### src/rtl/wb_burst_master.sv
// wb_burst_master: Wishbone B4 pipelined master for line bursts and single words.
// Line bursts start at the critical word and wrap within the line. Beats are
// issued back-to-back without waiting for acknowledges. The master retries a
// bounded number of times on rty_i and reports an error on err_i, when the
// retries run out, or when no ack arrives for too long.
//
// Ports:
//   clk_i, rst_ni                   clock, asynchronous active-low reset
//   req_valid_i / req_ready_o       request handshake (ready only when idle)
//   req_addr_i, req_we_i,           byte address, write flag,
//   req_line_i                      line burst (1) or single word (0)
//   req_sel_i, req_wdata_i          byte enables and write data across the line
//   rsp_valid_o, rsp_err_o          one-cycle completion pulse and error flag
//   rsp_data_o                      read buffer, stable until the next request
//   cyc_o, stb_o, we_o, adr_o,      Wishbone master outputs
//   dat_o, sel_o, cti_o, bte_o
//   dat_i, ack_i, err_i, rty_i,     Wishbone slave responses
//   stall_i
module wb_burst_master #(
  parameter int ADDR_W    = 32,
  parameter int DATA_W    = 32,
  parameter int LINE_W    = 128,
  parameter int MAX_RETRY = 3,
  parameter int TIMEOUT   = 255
) (
  input  logic                clk_i,
  input  logic                rst_ni,
  input  logic                req_valid_i,
  output logic                req_ready_o,
  input  logic [ADDR_W-1:0]   req_addr_i,
  input  logic                req_we_i,
  input  logic                req_line_i,
  input  logic [LINE_W/8-1:0] req_sel_i,
  input  logic [LINE_W-1:0]   req_wdata_i,
  output logic                rsp_valid_o,
  output logic                rsp_err_o,
  output logic [LINE_W-1:0]   rsp_data_o,
  output logic                cyc_o,
  output logic                stb_o,
  output logic                we_o,
  output logic [ADDR_W-1:0]   adr_o,
  output logic [DATA_W-1:0]   dat_o,
  output logic [DATA_W/8-1:0] sel_o,
  output logic [2:0]          cti_o,
  output logic [1:0]          bte_o,
  input  logic [DATA_W-1:0]   dat_i,
  input  logic                ack_i,
  input  logic                err_i,
  input  logic                rty_i,
  input  logic                stall_i
);

  localparam int BEATS  = LINE_W / DATA_W;
  localparam int SEL_W  = DATA_W / 8;
  localparam int LSEL_W = LINE_W / 8;
  localparam int OFF_LO = $clog2(SEL_W);
  localparam int IDX_W  = (BEATS > 1) ? $clog2(BEATS) : 1;
  localparam int CNT_W  = $clog2(BEATS + 1);
  localparam int RTY_W  = (MAX_RETRY > 0) ? $clog2(MAX_RETRY + 1) : 1;
  localparam int TMO_W  = (TIMEOUT > 0) ? $clog2(TIMEOUT + 1) : 1;

  localparam logic [2:0] S_IDLE    = 3'd0;
  localparam logic [2:0] S_ISSUE   = 3'd1;
  localparam logic [2:0] S_DRAIN   = 3'd2;
  localparam logic [2:0] S_BACKOFF = 3'd3;
  localparam logic [2:0] S_RESP    = 3'd4;

  localparam logic [1:0] BTE_LINE = (BEATS == 16) ? 2'b11 :
                                    (BEATS == 8)  ? 2'b10 :
                                    (BEATS == 4)  ? 2'b01 : 2'b00;
  localparam logic [CNT_W-1:0] N_LINE  = CNT_W'(BEATS);
  localparam logic [CNT_W-1:0] N_LAST  = CNT_W'(BEATS - 1);
  localparam logic [IDX_W-1:0] IDX_MSK = IDX_W'(BEATS - 1);
  localparam logic [TMO_W-1:0] TMO_MAX = TMO_W'(TIMEOUT);
  localparam logic [RTY_W-1:0] RTY_MAX = RTY_W'(MAX_RETRY);

  logic [2:0]        state_reg;
  logic [ADDR_W-1:0] addr_reg;
  logic              we_reg;
  logic              line_reg;
  logic [LSEL_W-1:0] sel_reg;
  logic [LINE_W-1:0] wdata_reg;
  logic              err_reg;
  logic [CNT_W-1:0]  iss_cnt_reg;
  logic [CNT_W-1:0]  ack_cnt_reg;
  logic [RTY_W-1:0]  retry_cnt_reg;
  logic [TMO_W-1:0]  tmo_cnt_reg;

  logic              busy;
  logic              accept;
  logic              ack_ok;
  logic              buf_wr;
  logic [CNT_W-1:0]  n_beats;
  logic [CNT_W-1:0]  iss_next;
  logic [CNT_W-1:0]  ack_next;
  logic [TMO_W-1:0]  tmo_next;
  logic [IDX_W-1:0]  w0;
  logic [IDX_W-1:0]  issue_idx;
  logic [IDX_W-1:0]  ack_idx;
  logic [ADDR_W-1:0] line_adr;

  assign busy    = (state_reg == S_ISSUE) || (state_reg == S_DRAIN);
  assign accept  = stb_o && !stall_i;
  assign n_beats = line_reg ? N_LINE : CNT_W'(1);

  // A beat accepted in the same cycle counts as outstanding, so a zero-latency
  // ack of that beat is taken rather than dropped as spurious.
  assign iss_next = iss_cnt_reg + CNT_W'(accept);
  assign ack_ok   = busy && ack_i && (ack_cnt_reg < iss_next);
  assign ack_next = ack_cnt_reg + CNT_W'(ack_ok);
  assign tmo_next = ack_i ? '0 :
                    (tmo_cnt_reg == TMO_MAX) ? tmo_cnt_reg : tmo_cnt_reg + 1'b1;

  // Critical word and the wrapped word index of the beat on the bus / being acked.
  assign w0        = IDX_W'((addr_reg >> OFF_LO) & ADDR_W'(BEATS - 1));
  assign issue_idx = (w0 + IDX_W'(iss_cnt_reg)) & IDX_MSK;
  assign ack_idx   = (w0 + IDX_W'(ack_cnt_reg)) & IDX_MSK;
  assign line_adr  = (addr_reg & ~ADDR_W'(LSEL_W - 1)) | (ADDR_W'(issue_idx) << OFF_LO);

  // Bus outputs decode registered state only; idle fields read as zero.
  assign req_ready_o = (state_reg == S_IDLE);
  assign cyc_o       = busy;
  assign stb_o       = (state_reg == S_ISSUE);
  assign we_o        = busy && we_reg;
  assign adr_o       = !stb_o ? '0 : (line_reg ? line_adr : addr_reg);
  assign dat_o       = !stb_o ? '0 : wdata_reg[int'(issue_idx)*DATA_W +: DATA_W];
  assign sel_o       = !stb_o ? '0 : (line_reg ? '1 : sel_reg[int'(w0)*SEL_W +: SEL_W]);
  assign cti_o       = !(stb_o && line_reg) ? 3'b000 :
                       (iss_cnt_reg == N_LAST) ? 3'b111 : 3'b010;
  assign bte_o       = (stb_o && line_reg) ? BTE_LINE : 2'b00;
  assign rsp_valid_o = (state_reg == S_RESP);
  assign rsp_err_o   = rsp_valid_o && err_reg;

  always_ff @(posedge clk_i or negedge rst_ni) begin
    if (!rst_ni) begin
      state_reg     <= S_IDLE;
      addr_reg      <= '0;
      we_reg        <= 1'b0;
      line_reg      <= 1'b0;
      sel_reg       <= '0;
      wdata_reg     <= '0;
      err_reg       <= 1'b0;
      iss_cnt_reg   <= '0;
      ack_cnt_reg   <= '0;
      retry_cnt_reg <= '0;
      tmo_cnt_reg   <= '0;
    end else begin
      case (state_reg)
        S_IDLE: begin
          if (req_valid_i) begin
            addr_reg      <= req_addr_i;
            we_reg        <= req_we_i;
            line_reg      <= req_line_i;
            sel_reg       <= req_sel_i;
            wdata_reg     <= req_wdata_i;
            err_reg       <= 1'b0;
            iss_cnt_reg   <= '0;
            ack_cnt_reg   <= '0;
            retry_cnt_reg <= '0;
            tmo_cnt_reg   <= '0;
            state_reg     <= S_ISSUE;
          end
        end
        S_ISSUE, S_DRAIN: begin
          iss_cnt_reg <= iss_next;
          ack_cnt_reg <= ack_next;
          tmo_cnt_reg <= tmo_next;
          if (err_i) begin
            err_reg   <= 1'b1;
            state_reg <= S_RESP;
          end else if (rty_i) begin
            if (retry_cnt_reg < RTY_MAX) begin
              state_reg <= S_BACKOFF;
            end else begin
              err_reg   <= 1'b1;
              state_reg <= S_RESP;
            end
          end else if (!ack_i && (tmo_next == TMO_MAX)) begin
            err_reg   <= 1'b1;
            state_reg <= S_RESP;
          end else if (ack_next == n_beats) begin
            // ack_next never exceeds iss_next, so every beat has been issued.
            state_reg <= S_RESP;
          end else if (iss_next == n_beats) begin
            state_reg <= S_DRAIN;
          end
        end
        S_BACKOFF: begin
          retry_cnt_reg <= retry_cnt_reg + 1'b1;
          iss_cnt_reg   <= '0;
          ack_cnt_reg   <= '0;
          tmo_cnt_reg   <= '0;
          state_reg     <= S_ISSUE;
        end
        S_RESP:  state_reg <= S_IDLE;
        default: state_reg <= S_IDLE;
      endcase
    end
  end

  // Read buffer: one register per line word. Single reads fill every word.
  assign buf_wr = ack_ok && !err_i && !rty_i && !we_reg;

  generate
    for (genvar gi = 0; gi < BEATS; gi++) begin : g_word
      logic [DATA_W-1:0] word_reg;
      always_ff @(posedge clk_i or negedge rst_ni) begin
        if (!rst_ni) begin
          word_reg <= '0;
        end else if (buf_wr && (!line_reg || (ack_idx == IDX_W'(gi)))) begin
          word_reg <= dat_i;
        end
      end
      assign rsp_data_o[gi*DATA_W +: DATA_W] = word_reg;
    end
  endgenerate

endmodule

### config.mk
export PLATFORM = sky130hd
export DESIGN_NAME = wb_burst_master
export DESIGN_NICKNAME = d
export VERILOG_FILES = /design/src/rtl/wb_burst_master.sv
export SDC_FILE = /design/constraint.sdc
export NUM_CORES = 1
export LEC_CHECK = 0
export ABC_AREA = 1
export CAP_MARGIN = 25
export CORE_MARGIN = 2
export CORE_UTILIZATION = 45
export DETAILED_ROUTE_END_ITERATION = 8
export GPL_TIMING_DRIVEN = 0
export PLACE_DENSITY = 0.76
export SYNTH_ARGS = -nofsm -noshare
export SYNTH_HDL_FRONTEND = slang
export SYNTH_SLANG_ARGS = --single-unit
### constraint.sdc
create_clock -name clk_i -period 4.15 [get_ports clk_i]
set_clock_uncertainty 0.15 [all_clocks]
set_input_delay 0.83 -clock clk_i [delete_from_list [all_inputs] [get_ports clk_i]]
set_output_delay 0.83 -clock clk_i [all_outputs]
set_load 0.05 [all_outputs]
==> impl_metrics.env <==
export IMPL_p_per_area_nw_per_um2=881
export IMPL_min_path_type="primary input to async pin"
export IMPL_final_util_pct=64.9
export IMPL_ys_warn_count=0
export IMPL_drive_gt1_share_pct=7.01
export IMPL_fillers=2689
export IMPL_area_delta_synth_final_pct=41.6
export IMPL_core_region_area_sq_um=31700
export IMPL_ys_ff_latch=326
export IMPL_crit_fanout=10
export IMPL_cts_max_level=2
export IMPL_clock_latency_ns=0.52
export IMPL_viasPerCell=5.24
export IMPL_critical_path_max_stage_delay_ns=0.87
export IMPL_placed_area_sq_um=19400
export IMPL_synth_area_sq_um=14500
export IMPL_worstRegToRegCells=24
export IMPL_cts_made_buffers=36
export IMPL_avgSynthCellArea_sq_um=7.93
export IMPL_timing_final_crit_share_pct=96.4
export IMPL_die_y_um=184
export IMPL_drv_cap=0
export IMPL_grt_pass1_wl_um=77500
export IMPL_drtIter0Drc=988
export IMPL_path_clk_slew_ns=0.06
export IMPL_drc=0
export IMPL_rows=65
export IMPL_ys_async_sr_fraction_pct=100
export IMPL_root_buffer="clkbuf_16"
export IMPL_critPathKind="flop to output pin"
export IMPL_worstPathArrival_ns=3.02
export IMPL_worstSetupStartpointType="flop"
export IMPL_fp_dieW_um=184
export IMPL_tightest_slew_ns=0.667
export IMPL_gp_congestion=0.866
export IMPL_period_minus_slack_ns=4.00
export IMPL_cts_sinks=326
export IMPL_critPathRequiredTime_ns=3.17
export IMPL_hold_viol=0
export IMPL_cpMostUsedCell="inv_1"
export IMPL_postCtsHoldBufs=0
export IMPL_cts_tree="yes"
export IMPL_cts_buffer_depth=3
export IMPL_synth_cell_types=29
export IMPL_rsz0062_at_grt="no"
export IMPL_grt_ovfl_total=0
export IMPL_postRouteAntennaNets=0
export IMPL_initial_core_util_pct=45.9
export IMPL_end_kind="output pin"
export IMPL_relSlewSlack_pct=55.4
export IMPL_dp_cells=2661
export IMPL_syn_instance_count=1834
export IMPL_setup_ws_ns=0.148
export IMPL_hpwl_um=37200
export IMPL_leakagePower_nw=10.4
export IMPL_ir_drop_uv=679
export IMPL_setup_violations=0
export IMPL_grt_usage_pct=29.6
export IMPL_dieArea_sq_um=33800
export IMPL_layout_nets=2525
export IMPL_status="complete, no violations"
export IMPL_cp_startpoint="line_reg"
export IMPL_finalWirelength_um=49700
export IMPL_synth_edf_count=0
export IMPL_fin_total_pwr_mw=18.1
export IMPL_fin_cells=2730
export IMPL_vias=14300
export IMPL_syn_num_nets=2061
export IMPL_crit_slowest_cell="clkdlybuf4s50_1"
export IMPL_seq_area_frac_synth_pct=56.1
export IMPL_grt_start_max_net_pins=126
export IMPL_antenna_found_initial=7
export IMPL_fmax_mhz=250
export IMPL_grt_pass1_vias=14400
export IMPL_stdcell_area_sq_um=20600
export IMPL_firstDrtPassIters=8
export IMPL_crit_chain="inv_1 > clkbuf_1 > nor2_1 > inv_1 > nor4_2 > clkdlybuf4s50_1"
export IMPL_io_pins=424
export IMPL_rr_startpoint="state_reg[2]"
export IMPL_synth_main_ff_cell="dfrtp_1"
export IMPL_dp_slack_ns=-0.626
export IMPL_port_buffers=422
export IMPL_maxSlewViolCount=0
export IMPL_wire_per_inst_um=18.2
[per-stage QoR]
stage               hold WS [ns]  setup TNS (ns)
floorplan                  0.294               0
global placement           0.303        -3890.09
detailed placement         0.308          -49.51
CTS                        0.121               0
global route               0.141               0
finish                     0.103               0
[Yosys cell counts (all sizes together), types with 3 or more instances]
cell	number	area [sq um]
a21oi	4	20.0
a311oi	32	280
dfrtp	326	8160
xnor2	3	26.3
nor2	93	359
o21ai	63	315
nand2	946	3550
ha	10	125
clkbuf	53	200
buf	59	323
o22ai	4	25.0
xor2	3	26.3
nand3	150	751
o221ai	4	35.0
inv	73	274
[layout by cell type (no fill, tap or decap), types with 6 or more instances in the layout]
master and instances:
clkbuf_16 37, clkbuf_2 21, clkbuf_8 6, dlygate4sd2_1 8, clkbuf_1 47, ha_1 10, a311oi_1 30, clkdlybuf4s50_1 388
dfrtp_1 324, buf_4 17, nor2_1 91, nand3_1 150, clkdlybuf4s15_2 14, inv_1 73, o21ai_0 59, buf_2 38
nand2_1 945, clkinv_2 8
[per-layer routing]
metal	vias up	track usage, %	wire length, um
met1	6822	35.0	18800
li1	6687	-	-
met4	4	12.0	1990
met5	-	0	28
met3	138	7.21	4520
met2	652	51.5	24400
[final timing paths]
check | to | slack (ns)
max | cti_o[0] | 0.15
min | wdata_reg[49] | 0.10
max reg2reg | state_reg[1] | 0.39
min reg2reg | g_word[1].word_reg[10] | 0.32
max in group asynchronous | wdata_reg[6] | 2.67
min in group clk_i | g_word[1].word_reg[10] | 0.32
[repair_timing]
action,4_1_cts,5_1_grt
pin swaps,0,1
gates resized for setup,101,32
setup endpoints to repair,184,25
setup buffers,0,1
[report_power, final]
group	switching (mW)	internal, mW
sequential	0.780	4.51
clock	1.30	1.93
combinational	6.80	2.82
total	8.89	9.26
[critical path, delay by kind of cell (launching register included)]
family	cells	cell delay (ns)
flip-flops	1	0.46
buffers and inverters	4	1.36
AND/OR/NAND/NOR	2	0.68
[cells by family after synthesis]
kind of cell	Yosys count	share of synthesized area (%)
simple gates	1194	32.3
flops	326	56.1
buf+inv	187	5.53
compound gates	110	4.80
fa+ha+maj	10	0.860
xor+xnor	6	0.361
other cells	1	0.0258
[layout make-up]
cell class              instances  area, sq um  area share (%)
multi-input cells            1321         5610            27.2
inverters                      75          282            1.37
clock buffers                  50         1030            5.02
flip-flops and latches        326         8160            39.6
plain buffers                 112          558            2.71
clock inverters                14          156           0.759
repair buffers                426         4280            20.8
well taps                     402          503            2.44
diodes                          4         10.0          0.0486
(Power assumes the default switching activity.)
